[src/rtl/gpio_pad_cfg_pkg.sv]
// Shared definitions for the GPIO pad configuration controller.
package gpio_pad_cfg_pkg;

    // Config byte field offsets: [7:5] dm, [4] oeb, [3] inp_dis, [2] slow, [1] vtrip, [0] ib_mode
    localparam int CFG_DM2     = 7;
    localparam int CFG_DM1     = 6;
    localparam int CFG_DM0     = 5;
    localparam int CFG_OEB     = 4;
    localparam int CFG_INP_DIS = 3;
    localparam int CFG_SLOW    = 2;
    localparam int CFG_VTRIP   = 1;
    localparam int CFG_IB_MODE = 0;

    localparam logic [7:0] ADDR_COMMIT = 8'hFF;
    localparam logic [7:0] COMMIT_KEY  = 8'hA5;
    localparam logic [7:0] ADDR_ERRCLR = 8'hFE;

    typedef enum logic [2:0] {
        IDLE = 3'd0,
        ADDR = 3'd1,
        DATA = 3'd2,
        EXEC = 3'd3,
        DONE = 3'd4
    } cfg_state_e;

endpackage

[src/rtl/gpio_pad_cfg_sync.sv]
// Multi-flop synchroniser with rising-edge detect on the synchronised value.
module gpio_pad_cfg_sync #(
    parameter int   STAGES  = 2,
    parameter logic RST_VAL = 1'b0
) (
    input  logic clk,
    input  logic rst_n,
    input  logic d_i,
    output logic q_o,
    output logic rise_o
);

    logic [STAGES-1:0] sync_q;
    logic              prev_q;

    // Shift the async input through the synchroniser chain and keep last synced value
    always_ff @(posedge clk or negedge rst_n) begin
        if (!rst_n) begin
            sync_q <= {STAGES{RST_VAL}};
            prev_q <= RST_VAL;
        end else begin
            sync_q <= {sync_q[STAGES-2:0], d_i};
            prev_q <= sync_q[STAGES-1];
        end
    end

    assign q_o    = sync_q[STAGES-1];
    assign rise_o = sync_q[STAGES-1] & ~prev_q;

endmodule

[src/rtl/gpio_pad_cfg_ctrl.sv]
// GPIO pad bank configuration controller: serial frames stage per-pad
// config bytes into shadow registers; a keyed commit frame copies all
// shadow bytes to the active registers that drive the pad buses.
// Optional readback shifter enabled by GPIO_PAD_CFG_READBACK_EN.
module gpio_pad_cfg_ctrl
    import gpio_pad_cfg_pkg::*;
#(
    parameter int         NUM_PADS    = 44,
    parameter int         SYNC_STAGES = 2,
    parameter logic [7:0] RESET_CFG   = 8'h30
) (
    input  logic                clk,
    input  logic                resetb,
    input  logic                cfg_sclk,
    input  logic                cfg_csb,
    input  logic                cfg_sdi,
    output logic                cfg_sdo,
    output logic                cfg_commit,
    output logic                cfg_err,
    output logic [NUM_PADS-1:0] gpio_dm0,
    output logic [NUM_PADS-1:0] gpio_dm1,
    output logic [NUM_PADS-1:0] gpio_dm2,
    output logic [NUM_PADS-1:0] gpio_oeb,
    output logic [NUM_PADS-1:0] gpio_inp_dis,
    output logic [NUM_PADS-1:0] gpio_slow_sel,
    output logic [NUM_PADS-1:0] gpio_vtrip_sel,
    output logic [NUM_PADS-1:0] gpio_ib_mode_sel
);

    localparam logic [7:0] NPADS = 8'(NUM_PADS);

    logic sclk_s, sclk_rise, csb_s, sdi_s;
    logic csb_rise_unused, sdi_rise_unused, sync_unused;

    gpio_pad_cfg_sync #(.STAGES(SYNC_STAGES), .RST_VAL(1'b0)) u_sync_sclk (
        .clk(clk), .rst_n(resetb), .d_i(cfg_sclk), .q_o(sclk_s), .rise_o(sclk_rise));
    gpio_pad_cfg_sync #(.STAGES(SYNC_STAGES), .RST_VAL(1'b1)) u_sync_csb (
        .clk(clk), .rst_n(resetb), .d_i(cfg_csb), .q_o(csb_s), .rise_o(csb_rise_unused));
    gpio_pad_cfg_sync #(.STAGES(SYNC_STAGES), .RST_VAL(1'b0)) u_sync_sdi (
        .clk(clk), .rst_n(resetb), .d_i(cfg_sdi), .q_o(sdi_s), .rise_o(sdi_rise_unused));

    assign sync_unused = sclk_s ^ csb_rise_unused ^ sdi_rise_unused;

    cfg_state_e                state_q, state_d;
    logic [3:0]                cnt_q, cnt_d;
    logic [15:0]               sh_q, sh_d;
    logic                      err_q, commit_q;
    logic [NUM_PADS-1:0][7:0]  shadow_q, active_q;
    logic                      exec_wr, exec_commit, err_set, err_clr;

    // Frame FSM state register
    always_ff @(posedge clk or negedge resetb) begin
        if (!resetb) begin
            state_q <= IDLE;
            cnt_q   <= '0;
            sh_q    <= '0;
        end else begin
            state_q <= state_d;
            cnt_q   <= cnt_d;
            sh_q    <= sh_d;
        end
    end

    // Next-state, bit shifting and EXEC decode; csb release is checked before sclk
    always_comb begin
        state_d     = state_q;
        cnt_d       = cnt_q;
        sh_d        = sh_q;
        exec_wr     = 1'b0;
        exec_commit = 1'b0;
        err_set     = 1'b0;
        err_clr     = 1'b0;
        case (state_q)
            IDLE: begin
                if (!csb_s) begin
                    state_d = ADDR;
                    cnt_d   = '0;
                end
            end
            ADDR, DATA: begin
                if (csb_s) begin
                    state_d = IDLE;
                    err_set = 1'b1;
                end else if (sclk_rise) begin
                    sh_d  = {sh_q[14:0], sdi_s};
                    cnt_d = cnt_q + 4'd1;
                    if (cnt_q == 4'd7)  state_d = DATA;
                    if (cnt_q == 4'd15) state_d = EXEC;
                end
            end
            EXEC: begin
                state_d = DONE;
                if (sh_q[15:8] < NPADS) begin
                    exec_wr = 1'b1;
                end else if (sh_q[15:8] == ADDR_COMMIT) begin
                    if (sh_q[7:0] == COMMIT_KEY) exec_commit = 1'b1;
                    else                         err_set     = 1'b1;
                end else if (sh_q[15:8] == ADDR_ERRCLR) begin
                    err_clr = 1'b1;
                end else begin
                    err_set = 1'b1;
                end
            end
            DONE: begin
                if (csb_s)          state_d = IDLE;
                else if (sclk_rise) err_set = 1'b1;
            end
            default: state_d = IDLE;
        endcase
    end

    // Shadow write, atomic commit, sticky error and commit pulse
    always_ff @(posedge clk or negedge resetb) begin
        if (!resetb) begin
            for (int i = 0; i < NUM_PADS; i++) begin
                shadow_q[i] <= RESET_CFG;
                active_q[i] <= RESET_CFG;
            end
            err_q    <= 1'b0;
            commit_q <= 1'b0;
        end else begin
            for (int i = 0; i < NUM_PADS; i++) begin
                if (exec_wr && sh_q[15:8] == 8'(i)) shadow_q[i] <= sh_q[7:0];
            end
            if (exec_commit) active_q <= shadow_q;
            if (err_set)      err_q <= 1'b1;
            else if (err_clr) err_q <= 1'b0;
            commit_q <= exec_commit;
        end
    end

    assign cfg_commit = commit_q;
    assign cfg_err    = err_q;

    // Pad buses come straight from the active flops so they only move on commit
    for (genvar i = 0; i < NUM_PADS; i++) begin : g_pad
        assign gpio_dm0[i]         = active_q[i][CFG_DM0];
        assign gpio_dm1[i]         = active_q[i][CFG_DM1];
        assign gpio_dm2[i]         = active_q[i][CFG_DM2];
        assign gpio_oeb[i]         = active_q[i][CFG_OEB];
        assign gpio_inp_dis[i]     = active_q[i][CFG_INP_DIS];
        assign gpio_slow_sel[i]    = active_q[i][CFG_SLOW];
        assign gpio_vtrip_sel[i]   = active_q[i][CFG_VTRIP];
        assign gpio_ib_mode_sel[i] = active_q[i][CFG_IB_MODE];
    end

`ifdef GPIO_PAD_CFG_READBACK_EN
    logic [7:0] rb_q, rb_byte, rb_addr;
    logic       rb_load, rb_shift;

    assign rb_addr  = {sh_q[6:0], sdi_s};
    assign rb_load  = (state_q == ADDR) && !csb_s && sclk_rise && (cnt_q == 4'd7);
    assign rb_shift = (state_q == DATA) && !csb_s && sclk_rise;

    // Select the addressed pad's active byte; out-of-range addresses read as 0
    always_comb begin
        rb_byte = '0;
        for (int i = 0; i < NUM_PADS; i++) begin
            if (rb_addr == 8'(i)) rb_byte = active_q[i];
        end
    end

    // Readback shifter: load at end of address, shift once per data bit
    always_ff @(posedge clk or negedge resetb) begin
        if (!resetb)       rb_q <= '0;
        else if (rb_load)  rb_q <= rb_byte;
        else if (rb_shift) rb_q <= {rb_q[6:0], 1'b0};
    end

    assign cfg_sdo = rb_q[7];
`else
    assign cfg_sdo = 1'b0;
`endif

endmodule

[config.mk]
export PLATFORM = sky130hd
export DESIGN_NAME = gpio_pad_cfg_ctrl
export DESIGN_NICKNAME = d
export VERILOG_FILES = /design/src/rtl/gpio_pad_cfg_pkg.sv /design/src/rtl/gpio_pad_cfg_sync.sv /design/src/rtl/gpio_pad_cfg_ctrl.sv
export SDC_FILE = /design/constraint.sdc
export NUM_CORES = 1
export LEC_CHECK = 0
export ABC_CLOCK_PERIOD_IN_PS = 2270
export CAP_MARGIN = 10
export CORE_UTILIZATION = 25
export DETAILED_ROUTE_END_ITERATION = 7
export PLACE_DENSITY = 0.49
export SLEW_MARGIN = 20
export SYNTH_ARGS = -nofsm -noshare
export SYNTH_HDL_FRONTEND = slang
export SYNTH_SLANG_ARGS = --single-unit
[constraint.sdc]
create_clock -name clk -period 2.27 [get_ports clk]
set_clock_uncertainty 0.15 [all_clocks]
set_input_delay 0.227 -clock clk [delete_from_list [all_inputs] [get_ports clk]]
set_output_delay 0.227 -clock clk [all_outputs]
set_load 0.02 [all_outputs]
## Yosys cells after proc, flatten, opt, wreduce, memory -nomap -nowiden

Cells that the tools add are included.

- $add $sub $neg: 1
- Magnitude comparators: 1
- Eq/ne operators: 58
- Mux-type cells: 31
- Bitwise gates (word level): 3
- Reductions and logical operators: 52

Operators with widths:

| kind | count |
|---|---|
| == test 8 x 5 -> 1 bit, second input constant | 16 |
| == test 8 x 6 -> 1 bit, second input constant | 12 |
| == test 8 x 4 -> 1 bit, second input constant | 8 |
| logical AND 1 bit | 44 |
| == test 8 x 3 -> 1 bit, second input constant | 4 |
| == test 8 bit, second input constant | 3 |
| two-way mux 1 bit | 19 |
| two-way mux 3 bit | 6 |
| == test 8 x 2 -> 1 bit, second input constant | 2 |
| two-way mux 4 bit | 3 |
| one-hot mux 3 bit (4 select lines) | 1 |
| == test 8 x 1 -> 1 bit, second input constant | 1 |
| logical NOT 8 bit | 1 |
| < comparator 8 x 6 -> 1 bit, second input constant | 1 |
| one-hot mux 4 bit (2 select lines) | 1 |
| AND reduction 4 bit | 2 |
| == test 3 x 2 -> 1 bit, second input constant | 2 |
| inequality test 2 bit, second input constant | 3 |
| adder 4 x 1 -> 4 bit, second input constant | 1 |
| == test 4 x 3 -> 1 bit, second input constant | 1 |
| == test 4 bit, second input constant | 1 |
| inequality test 4 x 3 -> 1 bit, second input constant | 1 |
| nonzero test 2 bit | 2 |
| == test 3 x 1 -> 1 bit, second input constant | 1 |
| 9 further kinds | 10 |

- Register bits after elaboration: 736
- Input port bits: 5
- Output and inout bits: 355
- Logic and storage cells: 243

## Depth between registers and ports, before layout

Gate-level depths: netlist of the first run.

- Word-level depth: 7
- Mapped depth: 8

## Hierarchy

Synthesis of the first run repeated with hierarchy kept, for this count alone.

- Cell total of the unflattened synthesis: 1689
- Area total of the unflattened synthesis: 28094.4 µm²

By module, submodules not included:

| module | instances | cells each | area an instance (µm²) | sequential area each (µm²) |
|---|---|---|---|---|
| gpio_pad_cfg_ctrl | 1 | 1677 | 27824.2 | 18462.7 |
| gpio_pad_cfg_sync (u_sync_sclk ...) | 2 | 4 | 88.8 | 75.1 |
| gpio_pad_cfg_sync (u_sync_csb) | 1 | 4 | 92.6 | 78.8 |

## Worst setup path after synthesis of the first run

No wires, ideal clock.

- Path kind: reg2reg
- From: register sh_q[12]
- To: register active_q (netlist bit gpio_dm1[2])
- Arrival time: 1.792 ns
- Path slack: 0.201 ns
- Cell stages (with the launch flop): 9
- Period minus slack after synthesis: 2.069 ns
- Cell sequence: dfrtp_1 > buf_2 > nor3_2 > a211oi_2 > nand2_1 > buf_2 > buf_6 > buf_2 > mux2_1

- Cells in the longest elaborated chain, start to end: 4
- Elaborated cells on any way between the ends: 5
- Classes of those cells: order compare: 1; eq/ne: 1; mux: 3

RTL lines:

| what | line | RTL |
|---|---|---|
| from (decl) | gpio_pad_cfg_ctrl.sv:46 | `logic [15:0] sh_q, sh_d;` |
| from (signal assigned) | gpio_pad_cfg_ctrl.sv:56 | `sh_q <= '0;` |
| from (signal assigned) | gpio_pad_cfg_ctrl.sv:60 | `sh_q <= sh_d;` |
| branches (longest 2 deep; another with < comparator 8 x 6 -> 1 bit) | -- |  |
| two-way mux 1 bit (*) | gpio_pad_cfg_ctrl.sv:93 | `if (sh_q[15:8] < NPADS) begin` |
| two-way mux 1 bit (*) | gpio_pad_cfg_ctrl.sv:73 | `case (state_q)` |
| to (signal assigned) | gpio_pad_cfg_ctrl.sv:125 | `if (exec_commit) active_q <= shadow_q;` |
| to (decl) | gpio_pad_cfg_ctrl.sv:48 | `logic [NUM_PADS-1:0][7:0] shadow_q, active_q;` |

Mark *: on every way between the ends.
A chain may end at the register's enable or synchronous reset.

## Worst setup path after layout of the first run

- From: register active_q (netlist bit gpio_dm0[24])
- To: output port gpio_dm0[24]

RTL lines:

| what | line | RTL |
|---|---|---|
| to (decl) | gpio_pad_cfg_ctrl.sv:20 | `output logic [NUM_PADS-1:0] gpio_dm0,` |

No word-level cell between the ends.

==> summary.md, run 1 <==
| Metric | Value |
|---|---|
| Setup violators final | 0 |
| Leakage power | around 18 nW |
| H-tree depth | 3 |
| TNS Setup | 0 ns |
| CTS tree | yes |
| Cell Count Post-Placement | 3544 |
| Delay-heaviest family, CP | buffers and inverters |
| Post-Syn Area | about 28000 um^2 |
| Final slew viol count | 0 |
| EDFF count, synth | 0 |
| Delay of the slowest critical-path stage | around 0.62 ns |
| Final hold vios | 0 |
| Hold Crit Class | in -> async |
| Yosys cell types | 47 |
| Reg2reg start | sh_q[15] |
| Mapped Nets | ~1700 |
| Fin crit share | 97.7% |
| Rel. slew slack | between 30% and 40% |
| Initial antenna violation count | 4 |
| Layout cells sized above 1 | 46.2% |
| CP Buf/Inv Count | 1 |
| Commonest non-fill, non-tap cell in the layout | mux2_2 |
| Nets@finish | roughly 2200 |
| Fillers | 10900 |
| Critical path class | reg -> out |
| Maximum vdd drop | 0.000416 V |
| FFs w/ async S/R, synth | 100% |
| Die W | 337 um |
| Syn avg cell area | about 17 um^2 |
| Largest net degree at the start of global routing | 65 |
| Antenna Nets Post-Route | 0 |
| Pwr per Cell Area | approximately 760 nW/um^2 |
| DP Wirelength | between 40 and 50 mm |
| Combinational family with the most area after synthesis | multiplexers |
| Vias in the first global route | roughly 17000 |
| Flops & latches, synth | between 700 and 800 |
| Boundary pin count | 360 |
| Worst-Margin Slew | 0.983 ns |
| Reg area | between 15000 and 20000 um^2 |
| Total grt overflow | 0 |
| Unrepaired setup endpoints after global routing | true |
| Die Y-Extent | ~340 um |
| First-pass GRT wire length | 116 mm |
| Post-synthesis sequential area ratio | between 60% and 70% |
| Simple-gate share of the synthesized area | 2.36% |
| Commonest cells after routing, fill and taps aside | mux2_2 (551), dfrtp_1 (548), clkdlybuf4s50_1 (339) |
| Die ar. | ~110000 um^2 |
| DR vias | 15700 |
| CP arrival | 1.84 ns |
| Synthesized instance count | roughly 1700 |
| # port buffers | 358 |
| Total CTS buffers | 83 |
| Clock root buffer | clkbuf_16 |
| CP Launch Type | flip-flop |
| Post-Synth Adder-Cell Area | 0.116% |
| DR iter-0 viols | around 480 |
| Start point of the critical path | gpio_dm0[24] |
| Multiplexer share of the synthesized area | 28.8% |
| Clk buf depth | 3 |
| XOR/XNOR Fraction of Synth Area | less than 1% |
| Drt drc | 0 |
| Worst Path Max Fanout | 2 |
| Synth Flop Type | dfrtp_1 |
| Finished Layout Cells | 3711 |
| Yosys synthesis warning count | 0 |
| Synth-to-layout area growth | 33.0% |
| Crit-path cells | clkdlybuf4s50_1 |
| Clock latency at the later pin of the worst-skew pair | 0.66 ns |
| Routed len/inst | approximately 21 um |
| Max Cap Viol | 0 |
| Initial Utilization | between 20% and 30% |
| Num rows | around 120 |
| Area of the multi-input gates | 9010 um^2 |
| Synth Area in Compound Gates | 0.396% |
| Min Hold Slack | between 0.05 and 0.06 ns |
| Status | complete, no violations |
| GPL Wtd Cong | roughly 0.76 |
| Clock-pin slew on the worst setup and hold paths | approximately 0.060 ns |
| GRT Resource Usage Total | around 14% |
| Fin crit period | approximately 2.2 ns |
| WP data required | 1.89 ns |
| Vias per Instance | 4.23 |
| Floorplan Core Area | around 110000 um^2 |
| Worst Setup End Kind | primary output |
| Clk sink count | approximately 740 |
| Max Clock Freq | between 400 and 500 MHz |
| DRT Wirelength | 78.0 mm |
| Max stage delay cell, worst path | clkdlybuf4s50_1 |
| Initial DRT Pass Iterations | 6 |
[sequential cells by signal (all words and copies together) (netlist names), 3 cells and up]
register	flops
shadow_q	352
gpio_inp_dis	44
gpio_ib_mode_sel	44
gpio_dm2	44
gpio_slow_sel	44
sh_q	16
gpio_vtrip_sel	44
gpio_dm1	44
state_q	3
gpio_dm0	44
gpio_oeb	44
cnt_q	4
[path summary, 6_finish.rpt]
path | to | slack [ns] | cells past startpoint
worst max-delay path | gpio_dm0[24] | 0.05 | 1
worst min-delay path | shadow_q[251] | 0.06 | 2
worst max register to register | gpio_dm2[40] | 0.06 | 7
worst min register to register | u_sync_sdi.sync_q[1] | 0.20 | 0
max in group asynchronous | shadow_q[308] | 1.03 | 3
min in group clk | u_sync_sdi.sync_q[1] | 0.20 | 0
[power by group]
part	internal (mW)	total, mW	switching [mW]
registers	13.2	13.2	0.0385
logic	0.198	1.46	1.26
clock network	8.21	13.8	5.60
total	21.6	28.5	6.90
[cell usage after synthesis, types with 2 or more instances]
library cell / number / area share [%]
dfrtp_1: 558 / 50
mux2_2: 551 / 22
dfstp_2: 178 / 17
mux2_1: 169 / 6.8
buf_2: 46 / 0.82
clkbuf_1: 46 / 0.61
nand2_1: 32 / 0.43
buf_6: 12 / 0.48
nand2b_1: 8 / 0.18
o21ai_0: 8 / 0.14
nor2_1: 7 / 0.093
nor3_2: 6 / 0.21
inv_1: 4 / 0.053
nand3_1: 4 / 0.071
nor2b_1: 4 / 0.089
and2_1: 3 / 0.067
and4b_1: 3 / 0.11
nor3_1: 3 / 0.053
nor4_4: 3 / 0.23
nor4b_1: 3 / 0.093
a21oi_1: 2 / 0.036
and3_1: 2 / 0.044
and3b_1: 2 / 0.062
maj3_1: 2 / 0.071
nand4_1: 2 / 0.044
nand4_2: 2 / 0.089
nand4bb_1: 2 / 0.080
nor2_2: 2 / 0.044
nor3_4: 2 / 0.12
nor4_1: 2 / 0.044
o31ai_1: 2 / 0.053
[what timing repair did]
action / CTS / global route
endpoints found under the hold margin: 413 / 0
setup endpoints to repair: 81 / 262
buffers inserted: 0 / 3
cloned: 0 / 2
gates resized for setup: 20 / 16
hold buffers: 4 / 0
pin swaps: 0 / 3
[per-layer routing]
layer  vias to the layer above  global-route usage [%]  wire length [um]
met4                         2                    4.75              1990
met3                       118                    3.50              4450
met2                       341                    22.5             37500
met5                         -                       0                13
met1                      8366                    17.7             34100
li1                       6881                       -                 -
[area by class of cell]
cell class,count,area share (%)
antenna,2,0.0134
clock inverter,32,1.11
tap,1488,4.97
sequential,736,49.9
clock buffer,124,6.53
timing repair buffer,484,13.4
inverter,4,0.0401
multi-input combinational,841,24.1
[cell families (layout without fill, tap and decap cells)]
family | Yosys count | after routing
DFF | 736 | 736
adders and majority gates | 3 | 3
other | 1 | 3
xor gates and xnor gates | 1 | 1
buffers and inverters | 109 | 644
muxes | 720 | 720
AOI/OAI and AO/OA | 17 | 17
and+or+nand+nor | 99 | 99
[metrics by stage]
stage	total power [mW]	worst slack [ns]	utilization [%]	area [um^2]
2_1_floorplan	13.9	0.201	-	28100
3_3_place_gp	15.0	0.0315	30.9	34400
3_5_place_dp	15.0	-0.0645	30.9	34400
4_1_cts	29.2	-0.00913	33.5	37300
5_1_grt	29.7	-0.0373	33.7	37400
6_report	28.5	0.0524	33.7	37400
No activity file was read; power rests on OpenSTA's default activity.
==> run 2, diff against run 1 <==
--- a/config.mk
+++ b/config.mk
@@ -7,9 +7,10 @@
 export LEC_CHECK = 0
 export ABC_CLOCK_PERIOD_IN_PS = 2270
 export CAP_MARGIN = 10
-export CORE_UTILIZATION = 25
+export CORE_MARGIN = 3
+export CORE_UTILIZATION = 55
 export DETAILED_ROUTE_END_ITERATION = 7
-export PLACE_DENSITY = 0.49
+export PLACE_DENSITY = 0.86
 export SLEW_MARGIN = 20
 export SYNTH_ARGS = -nofsm -noshare
 export SYNTH_HDL_FRONTEND = slang
==> summary.md, run 2 (synthesized netlist as in run 1, its figures left out) <==
| Metric | Value |
|---|---|
| First-pass GRT wire length | approximately 100 mm |
| Total CTS buffers | 74 |
| FF-to-FF setup slack | approximately 0.05 ns |
| Fin crit period | approximately 2.2 ns |
| DRT Wirelength | just under 70 mm |
| Clk buf depth | 3 |
| Die Y-Extent | approximately 230 um |
| Total grt overflow | 0 |
| GPL Wtd Cong | slightly below 0.8 |
| CTS tree | yes |
| Status | complete, no violations |
| Antenna Cells | 0 |
| CP Launch Type | flip-flop |
| R2R Path End | shadow_q[91] |
| Largest net degree at the start of global routing | around 80 |
| Initial Utilization | ~56% |
| Start point of the critical path | state_q[2] |
| Maximum vdd drop | ~0.00059 V |
| # port buffers | around 360 |
| Final slew viol count | 0 |
| Nets@finish | approximately 2100 |
| Finished Layout Cells | 2845 |
| Boundary pin count | 360 |
| Min Hold Slack | 0.0598 ns |
| H-tree depth | 3 |
| Layout cells sized above 1 | a little under half |
| Floorplan Core Area | approximately 50000 um^2 |
| Clock-pin slew on the worst setup and hold paths | about 0.060 ns |
| Initial antenna violation count | 0 |
| DR vias | ~16000 |
| GRT Resource Usage Total | 25.3% |
| Hold Crit Class | in -> async |
| Clock root buffer | clkbuf_16 |
| Setup violators final | 0 |
| WP data required | ~2.6 ns |
| Commonest cells after routing, fill and taps aside | mux2_2 (551), dfrtp_1 (547), clkdlybuf4s50_1 (357) |
| Die ar. | approximately 54000 um^2 |
| Vias per Instance | between 5 and 6 |
| Pwr per Cell Area | ~740 nW/um^2 |
| Total power | 26.5 mW |
| Antenna Nets Post-Route | 0 |
| Clk sink count | 736 |
| Reg2reg start | state_q[2] |
| Max Cap Viol | 0 |
| Initial DRT Pass Iterations | 5 |
| Leakage power | approximately 17 nW |
| Post-layout util | a little over two thirds |
| Die W | roughly 230 um |
| Max Clock Freq | ~450 MHz |
| Worst Path Max Fanout | 8 |
| DR iter-0 viols | 834 |
| Max reg flops | about 350 |
| CP arrival | around 2.5 ns |
| Final hold vios | 0 |
| R2R depth | 7 |
| Clock latency at the later pin of the worst-skew pair | about 0.6 ns |
| Vias in the first global route | around 17000 |
| Drt drc | 0 |
| Synth-to-layout area growth | 26.8% |
| Critical path class | reg -> reg |
| DP Wirelength | around 43 mm |
| Rel. slew slack | ~45% |
| Worst Setup End Kind | flip-flop |
| Unrepaired setup endpoints after global routing | true |
| Num rows | between 80 and 90 |
| Commonest non-fill, non-tap cell in the layout | mux2_2 |
| Routed len/inst | ~24 um |
| Top reg by flops | shadow_q |
| Fin crit share | approximately 98% |
| Cell Count Post-Placement | roughly 2700 |
| Worst-Margin Slew | between 0.8 and 0.9 ns |
## run 2: cell count changes in the layout (fill, tap and decap cells not counted), moves of 12 or more
cell / previous run / this run
clkdlybuf4s50_1: 339 / 357
clkbuf_16: 87 / 75
nand2_1: 29 / 14
buf_4: 86 / 69
dlygate4sd2_1: 16 / 0
nand2_2: 2 / 17
## run 2: worst max-delay path, stage by stage (launching register included)
cell	delay, ns
dfrtp_1	0.39
nand3b_1	0.27
buf_4	0.20
nor4b_4	0.24
buf_6	0.23
nand2b_1	0.12
buf_4	0.20
mux2_2	0.28
## run 2: final cells by class
cell class | instances | area, um^2
fill | 3075 | 14700
inverter | 4 | 15.0
clock buffer | 113 | 2210
tap | 672 | 841
timing repair buffer | 457 | 4660
clock inverter | 22 | 211
sequential | 736 | 18700
multi-input combinational | 841 | 9080
## run 2: worst max-delay path by stage
stage | end | slack [ns]
finish | shadow_q[91] | 0.05
global route | gpio_dm1[6] | -0.05
CTS | shadow_q[1] | -0.01
detailed placement | shadow_q[38] | -0.06
global placement | shadow_q[34] | 0.04
floorplan | gpio_dm1[2] | 0.20
## run 2: what timing repair did
action | in CTS | in global routing
pin swaps | 0 | 1
endpoints found under the setup margin | 47 | 277
hold endpoints to repair | 564 | 0
resized for setup | 8 | 27
hold buffers | 4 | 0
buffers inserted | 0 | 2
## run 2: stage by stage
stage | cell area (um^2) | setup TNS (ns) | setup WS, ns
2_1_floorplan | 28100 | 0 | 0.201
3_3_place_gp | 33000 | 0 | 0.0430
3_5_place_dp | 33000 | -0.580 | -0.0622
4_1_cts | 35500 | -0.0314 | -0.0127
5_1_grt | 35700 | -0.565 | -0.0452
6_report | 35700 | 0 | 0.0500
## run 2: metal layers
| layer | vias up | track usage (%) | share of wire, % | wire length (um) |
|---|---|---|---|---|
| met5 | - | 0 | 0 | 0 |
| met3 | 106 | 4.62 | 5.2 | 3500 |
| met4 | 0 | 7.65 | 2.4 | 1630 |
| met2 | 450 | 42.3 | 50 | 33700 |
| li1 | 6816 | - | - | - |
| met1 | 8521 | 34.1 | 43 | 28900 |
## run 2: power by group
part	switching, mW	leakage, nW	total (mW)	internal, mW
Clock	4.95	1.19	12.0	7.08
Sequential	0.0461	9.59	13.2	13.2
Combinational	1.05	6.43	1.24	0.190
Total	6.05	17.2	26.5	20.5
==> run 3, diff against run 2 <==
--- a/config.mk
+++ b/config.mk
@@ -9,6 +9,7 @@
 export CAP_MARGIN = 10
 export CORE_MARGIN = 3
 export CORE_UTILIZATION = 55
+export CTS_CLUSTER_DIAMETER = 150
 export DETAILED_ROUTE_END_ITERATION = 7
 export PLACE_DENSITY = 0.86
 export SLEW_MARGIN = 20
==> results of run 3 <==
No change in the layout: final DEF, timing and power equal those of run 2.
